==> src/rtl/mipi_pkg.sv <==
// Shared constants, FSM state type and CRC helper for the CSI-2 packet framer
// and its receive-side counterparts.
package mipi_pkg;

    localparam logic [5:0]  DT_LONG_MIN = 6'h10;
    localparam logic [15:0] CRC_SEED    = 16'hFFFF;
    localparam logic [15:0] CRC_POLY    = 16'h8408;
    localparam int          SOT_CYC_DEF = 4;
    localparam int          EOT_CYC_DEF = 3;

    typedef enum logic [2:0] {
        ST_IDLE,
        ST_SOT,
        ST_HDR,
        ST_PAYLOAD,
        ST_CRC,
        ST_EOT
    } state_e;

    // Reflected CRC-16 over the enabled bytes of one word, byte 0 first, LSB first.
    function automatic logic [15:0] crc16_word(input logic [15:0] crc_in,
                                               input logic [31:0] data,
                                               input logic [3:0]  be);
        logic [15:0] c;
        c = crc_in;
        for (int b = 0; b < 4; b++) begin
            if (be[b]) begin
                for (int i = 0; i < 8; i++) begin
                    if (c[0] ^ data[8*b+i]) c = (c >> 1) ^ CRC_POLY;
                    else                    c = c >> 1;
                end
            end
        end
        return c;
    endfunction

endpackage

==> src/rtl/mipi_ecc_gen.sv <==
// CSI-2 packet header ECC: 6 Hamming parity bits over the 24-bit {WC, DI} field.
// Purely combinational so the receive-side header checker can share it.
module mipi_ecc_gen (
    input  logic [23:0] data_i,
    output logic [5:0]  ecc_o
);

    logic [23:0] d;
    assign d = data_i;

    assign ecc_o[0] = d[0]  ^ d[1]  ^ d[2]  ^ d[4]  ^ d[5]  ^ d[7]  ^ d[10] ^
                      d[11] ^ d[13] ^ d[16] ^ d[20] ^ d[21] ^ d[22] ^ d[23];
    assign ecc_o[1] = d[0]  ^ d[1]  ^ d[3]  ^ d[4]  ^ d[6]  ^ d[8]  ^ d[10] ^
                      d[12] ^ d[14] ^ d[17] ^ d[20] ^ d[21] ^ d[22] ^ d[23];
    assign ecc_o[2] = d[0]  ^ d[2]  ^ d[3]  ^ d[5]  ^ d[6]  ^ d[9]  ^ d[11] ^
                      d[12] ^ d[15] ^ d[18] ^ d[20] ^ d[21] ^ d[22];
    assign ecc_o[3] = d[1]  ^ d[2]  ^ d[3]  ^ d[7]  ^ d[8]  ^ d[9]  ^ d[13] ^
                      d[14] ^ d[15] ^ d[19] ^ d[20] ^ d[21] ^ d[23];
    assign ecc_o[4] = d[4]  ^ d[5]  ^ d[6]  ^ d[7]  ^ d[8]  ^ d[9]  ^ d[16] ^
                      d[17] ^ d[18] ^ d[19] ^ d[20] ^ d[22] ^ d[23];
    assign ecc_o[5] = d[10] ^ d[11] ^ d[12] ^ d[13] ^ d[14] ^ d[15] ^ d[16] ^
                      d[17] ^ d[18] ^ d[19] ^ d[21] ^ d[22] ^ d[23];

endmodule

==> src/rtl/mipi_lpkt_tx.sv <==
// CSI-2 long/short packet framer onto the 32-bit HS word bus: SOT, header+ECC,
// payload, checksum, EOT. Define MIPI_LPKT_TX_CRC_EN to compute the payload CRC.
module mipi_lpkt_tx
    import mipi_pkg::*;
#(
    parameter int SOT_CYC = SOT_CYC_DEF,
    parameter int EOT_CYC = EOT_CYC_DEF
) (
    input  logic        clk,
    input  logic        reset_n,
    input  logic        start,
    input  logic [7:0]  di,
    input  logic [15:0] wc,
    input  logic [31:0] in_data,
    input  logic        in_vld,
    output logic        in_rdy,
    output logic [31:0] dout,
    output logic        dout_vld,
    output logic [3:0]  dout_be,
    output logic        lp_out,
    output logic        busy,
    output logic        pkt_end,
    output logic        err_underrun
);

    state_e      state_q;
    logic [3:0]  cnt_q;
    logic [7:0]  di_q;
    logic [15:0] wc_q;
    logic [15:0] rem_q;
    logic        in_rdy_q;
    logic [31:0] dout_q;
    logic        dout_vld_q;
    logic [3:0]  dout_be_q;
    logic        lp_q;
    logic        busy_q;
    logic        pkt_end_q;
    logic        err_q;

    logic [5:0]  ecc_d;
    logic        is_short_d;
    logic        last_word_d;
    logic        accept_d;
    logic        crc_go_d;
    logic [3:0]  word_be_d;
    logic [31:0] word_d;
    logic [15:0] crc_word_d;

    mipi_ecc_gen u_ecc (
        .data_i ({wc_q, di_q}),
        .ecc_o  (ecc_d)
    );

    assign is_short_d  = (di_q[5:0] < DT_LONG_MIN);
    // rem_q is never zero while in_rdy is high, so <= 4 marks the final word
    assign last_word_d = (rem_q <= 16'd4);
    assign accept_d    = in_rdy_q & in_vld;
    assign crc_go_d    = ((state_q == ST_HDR) && !is_short_d && (wc_q == 16'd0)) ||
                         ((state_q == ST_PAYLOAD) && !in_rdy_q);

    always_comb begin
        word_be_d = 4'b1111;
        if (last_word_d) begin
            case (rem_q[2:0])
                3'd1:    word_be_d = 4'b0001;
                3'd2:    word_be_d = 4'b0011;
                3'd3:    word_be_d = 4'b0111;
                default: word_be_d = 4'b1111;
            endcase
        end
        word_d = 32'h0;
        for (int b = 0; b < 4; b++) begin
            if (word_be_d[b]) word_d[8*b +: 8] = in_data[8*b +: 8];
        end
    end

`ifdef MIPI_LPKT_TX_CRC_EN
    logic [15:0] crc_q;

    always_ff @(posedge clk) begin
        if (state_q == ST_IDLE) crc_q <= CRC_SEED;
        else if (accept_d)      crc_q <= crc16_word(crc_q, in_data, word_be_d);
    end

    assign crc_word_d = crc_q;
`else
    assign crc_word_d = 16'h0000;
`endif

    always_ff @(posedge clk) begin
        if (!reset_n) begin
            state_q    <= ST_IDLE;
            cnt_q      <= 4'd0;
            in_rdy_q   <= 1'b0;
            dout_q     <= 32'h0;
            dout_vld_q <= 1'b0;
            dout_be_q  <= 4'h0;
            lp_q       <= 1'b1;
            busy_q     <= 1'b0;
            pkt_end_q  <= 1'b0;
            err_q      <= 1'b0;
        end else begin
            pkt_end_q <= 1'b0;
            err_q     <= 1'b0;
            case (state_q)
                ST_IDLE: begin
                    if (start) begin
                        di_q    <= di;
                        wc_q    <= wc;
                        rem_q   <= wc;
                        cnt_q   <= 4'(SOT_CYC - 1);
                        lp_q    <= 1'b0;
                        busy_q  <= 1'b1;
                        state_q <= ST_SOT;
                    end
                end
                ST_SOT: begin
                    if (cnt_q == 4'd0) begin
                        dout_q     <= {2'b00, ecc_d, wc_q[15:8], wc_q[7:0], di_q};
                        dout_be_q  <= 4'b1111;
                        dout_vld_q <= 1'b1;
                        // ready goes up with the header so the first word lands right after it
                        in_rdy_q   <= !is_short_d && (wc_q != 16'd0);
                        state_q    <= ST_HDR;
                    end else begin
                        cnt_q <= cnt_q - 4'd1;
                    end
                end
                ST_HDR: begin
                    if (is_short_d) begin
                        cnt_q     <= 4'(EOT_CYC - 1);
                        pkt_end_q <= (EOT_CYC == 1);
                        state_q   <= ST_EOT;
                    end else if (wc_q == 16'd0) begin
                        state_q <= ST_CRC;
                    end else begin
                        state_q <= ST_PAYLOAD;
                    end
                end
                ST_PAYLOAD: begin
                    if (!in_rdy_q) state_q <= ST_CRC;
                end
                ST_CRC: begin
                    cnt_q     <= 4'(EOT_CYC - 1);
                    pkt_end_q <= (EOT_CYC == 1);
                    state_q   <= ST_EOT;
                end
                ST_EOT: begin
                    if (cnt_q == 4'd0) begin
                        lp_q    <= 1'b1;
                        busy_q  <= 1'b0;
                        state_q <= ST_IDLE;
                    end else begin
                        cnt_q     <= cnt_q - 4'd1;
                        pkt_end_q <= (cnt_q == 4'd1);
                    end
                end
                default: state_q <= ST_IDLE;
            endcase

            // Output word for the next cycle: payload, underrun gap, checksum or idle
            if (accept_d) begin
                dout_q     <= word_d;
                dout_be_q  <= word_be_d;
                dout_vld_q <= 1'b1;
                rem_q      <= last_word_d ? 16'd0 : rem_q - 16'd4;
                if (last_word_d) in_rdy_q <= 1'b0;
            end else if (in_rdy_q) begin
                dout_q     <= 32'h0;
                dout_be_q  <= 4'h0;
                dout_vld_q <= 1'b0;
                err_q      <= 1'b1;
            end else if (crc_go_d) begin
                dout_q     <= {16'h0, crc_word_d};
                dout_be_q  <= 4'b0011;
                dout_vld_q <= 1'b1;
            end else if ((state_q == ST_HDR) || (state_q == ST_CRC)) begin
                dout_q     <= 32'h0;
                dout_be_q  <= 4'h0;
                dout_vld_q <= 1'b0;
            end
        end
    end

    assign in_rdy       = in_rdy_q;
    assign dout         = dout_q;
    assign dout_vld     = dout_vld_q;
    assign dout_be      = dout_be_q;
    assign lp_out       = lp_q;
    assign busy         = busy_q;
    assign pkt_end      = pkt_end_q;
    assign err_underrun = err_q;

endmodule

==> config.mk <==
export PLATFORM = sky130hd
export DESIGN_NAME = mipi_lpkt_tx
export DESIGN_NICKNAME = d
export VERILOG_FILES = /design/src/rtl/mipi_pkg.sv /design/src/rtl/mipi_ecc_gen.sv /design/src/rtl/mipi_lpkt_tx.sv
export SDC_FILE = /design/constraint.sdc
export NUM_CORES = 1
export LEC_CHECK = 0
export ABC_AREA = 1
export BUFFER_PORTS_ARGS = -buffer_cell sky130_fd_sc_hd__buf_4
export CAP_MARGIN = 20
export CORE_UTILIZATION = 54
export DETAILED_ROUTE_END_ITERATION = 10
export GPL_TIMING_DRIVEN = 0
export PLACE_DENSITY = 0.84
export SYNTH_ARGS = -nofsm -noshare
export SYNTH_HDL_FRONTEND = slang
export SYNTH_SLANG_ARGS = --single-unit
==> constraint.sdc <==
create_clock -name clk -period 7.7 [get_ports clk]
set_input_delay 1.54 -clock clk [delete_from_list [all_inputs] [get_ports clk]]
set_output_delay 1.54 -clock clk [all_outputs]
set_load 0.05 [all_outputs]
==> flow_metrics.py <==
metrics = {
    "outcome": {
        "status": "complete, no violations",
    },
    "clocking": {
        "post_cts_buffers": 0,
        "numCtsBuffers": 9,
        "cts.reportedPaths.clkPinSlew_ns": 0.09,
        "cts_root_buf": "clkbuf_8",
        "postCtsHoldBufs": 0,
        "htree_levels": 3,
        "clk_latency_ns": 0.37,
        "post_cts_resized": 0,
        "clockBufferDepth": 2,
        "cts.sinks": 89,
        "tritoncts": "yes",
    },
    "synth": {
        "synth_edf_count": 40,
        "synth-seq-cells": 89,
        "syn_area_sq_um": 4860,
        "syn_area_per_cell_sq_um": 7.84,
        "async_reset_ff_share_pct": 0,
        "synth_cells": 620,
        "ys_seq_area_share_pct": 44.9,
        "synth_flop_cell": "dfxtp_1",
        "synth_nets": 686,
        "synth.distinct_cells": 39,
        "ys_warn_count": 0,
    },
    "floorplanning": {
        "rows": 34,
        "die-area_sq_um": 9390,
        "initial_core_util_pct": 55.8,
        "ios": 102,
        "die_h_microns": 96.9,
        "die_w_microns": 96.9,
        "design.core.area_sq_um": 8720,
    },
    "pwr": {
        "ir_drop_uv": 152,
        "p_comb_share_pct": 51.8,
        "p_leak_nw": 2.71,
        "p_per_area_nw_per_um2": 356,
        "pwr-share-clk_pct": 15.5,
        "seqPwrFrac_pct": 32.7,
        "switching_share_pct": 46.2,
        "intPower_mw": 1.14,
        "power_mw": 2.12,
        "switching_power_mw": 0.981,
    },
    "placed_design": {
        "hpwl_microns": 9690,
        "io_buffers": 100,
        "gp_congestion": 0.894,
        "pre_cts_ws_ns": 4.41,
    },
    "sta": {
        "setup_tns_ns": 0,
        "fmax_ghz": 0.338,
        "worst_clock_skew_ns": 0.00907,
        "fin_crit_sh_pct": 38.4,
        "rsz0062_at_grt": "no",
        "slew_viol_final": 0,
        "relSlewSlack_pct": 39.4,
        "tightest_slew_ns": 0.908,
        "finalSetupViolCount": 0,
        "period_needed_ns": 2.96,
        "hold_viol": 0,
        "fin_ws_ns": 4.74,
    },
    "critical_path": {
        "r2r_slack_ns": 5.53,
        "r2r-end": "rem_q[8]",
        "cpMostUsedCell": "inv_1",
        "rr_worst_depth": 9,
        "worstSetupPathType": "input pin to flip-flop",
        "crit_path_cell_trace": "clkbuf_1 > inv_1 > o21ai_1 > inv_1 > nor2_1",
        "endpoint_kind": "flip-flop",
        "crit_buf_inv": 3,
        "crit_required_ns": 7.76,
        "crit_cells": 5,
        "r2r_start": "rem_q[2]",
        "crit_path_max_fanout": 9,
        "max_stage_delay_ns": 0.63,
        "crit_arrival_ns": 3.02,
        "crit_path_top_delay_cell": "o21ai_1",
        "cp-start-kind": "input pin",
        "cp_top_family": "buffers and inverters",
    },
    "flow_run": {
        "cap_violations": 0,
    },
    "drt": {
        "drt_iter0_markers": 280,
        "via_count": 4590,
        "final_antenna_net_count": 0,
        "drc_errors": 0,
        "routed_wl_microns": 12300,
        "vias_per_cell": 5.43,
        "first_pass_iters": 5,
        "wl_per_cell_microns": 14.5,
    },
    "layout": {
        "nets": 798,
        "syn2layout_area_growth_pct": 22.4,
        "diodes": 0,
        "mostFrequentLayoutCells": "158 x nand2_1, 100 x buf_4, 59 x inv_1, 50 x o21ai_0, 49 x dfxtp_1",
        "drive_above_1_share_pct": 19.8,
        "final_common_cell": "nand2_1",
        "fillers": 722,
    },
    "grt": {
        "grt_pass1_wl_microns": 20200,
        "grt_max_degree": 26,
        "antenna_found_initial": 0,
        "grt_pass1_vias": 4382,
        "grt-ovfl-total": 0,
        "grt.total_usage_pct": 26.9,
    },
    "min_path": {
        "hold_start": "dout[30]",
        "min_to": "dout[30]",
        "min_path_cells": 2,
        "hold_class": "flip-flop to flip-flop",
    },
}
## metrics by stage
stage	utilization, %	instances	instance area, sq um	hold WS [ns]
finish	68.3	845	5950	0.468
global route	68.3	845	5950	0.483
CTS	68.3	845	5950	0.469
detailed placement	66.1	829	5760	0.454
global placement	65.9	828	5750	0.450
floorplan	-	620	4860	0.482
## power groups by stage
stage | sequential (mW) | clock (mW) | combinational [mW]
global route | 0.705 | 0.353 | 1.21
CTS | 0.692 | 0.334 | 1.09
global placement | 0.699 | 0 | 1.05
finish | 0.694 | 0.329 | 1.10
detailed placement | 0.702 | 0 | 1.08
floorplan | 0.867 | 0 | 0.628
## registers in the layout, summed over array words and instances, names as in the netlist
register and count:
dout_be 4, dout 32, dout_vld 1, state_q 3, rem_q 16, err_underrun 1
lp_out 1, pkt_end 1, cnt_q 4, in_rdy 1, busy 1, di_q 8
wc_q 16
## tightest hold or removal path: stages, from the launching register on
cell	delay, ns
dfxtp_1	0.32
nand2_1	0.06
a21oi_1	0.05
## kinds of logic after synthesis
| group | Yosys count | share of synthesized area (%) |
|---|---|---|
| compound gates | 131 | 14.2 |
| xor+xnor | 48 | 8.64 |
| fa+ha+maj | 6 | 1.54 |
| buf+inv | 88 | 7.87 |
| flops | 89 | 44.9 |
| simple gates | 258 | 22.9 |
## final cells by class
class,count,area (sq um),area share (%)
multi-input cells,443,2300,38.6
flip-flops and latches,89,2180,36.7
repair buffers,101,762,12.8
inverters,63,239,4.01
plain buffers,25,144,2.42
well taps,108,135,2.27
clock buffers,10,128,2.14
clock inverters,6,65.1,1.09
## Yosys cell counts (3+ instances only)
cell	count	area share [%]
a21oi_1	43	4.4
buf_2	7	0.72
buf_6	5	1.2
clkbuf_1	12	0.93
dfxtp_1	49	20
edfxtp_1	40	25
ha_1	6	1.5
inv_1	59	4.6
inv_2	3	0.23
nand2_1	158	12
nand3_1	38	3.9
nand3b_1	4	0.62
nand4_1	4	0.51
nor2_1	38	2.9
nor3_1	5	0.51
o21ai_0	51	5.2
o21ai_1	26	2.7
xnor2_1	25	4.5
xor2_1	23	4.1
## worst max path at each step
stage                     startpoint       end  slack [ns]
final                        reset_n  rem_q[0]        4.74
after global routing         reset_n  rem_q[0]        4.66
after CTS                    reset_n  rem_q[0]        4.79
after detailed placement     reset_n  rem_q[0]        4.41
after global placement       reset_n  rem_q[0]        3.23
after floorplan              reset_n  rem_q[0]        4.11
## routing by layer
metal | part of all wire (%) | up-vias | track usage (%) | routed length (microns)
met5 | 0 | - | 0 | 0
met4 | 3.0 | 0 | 12.6 | 365
met3 | 6.2 | 34 | 4.48 | 756
met2 | 48 | 186 | 45.2 | 5850
met1 | 43 | 2105 | 33.6 | 5310
li1 | - | 2265 | - | -
(Power assumes the default switching activity.)
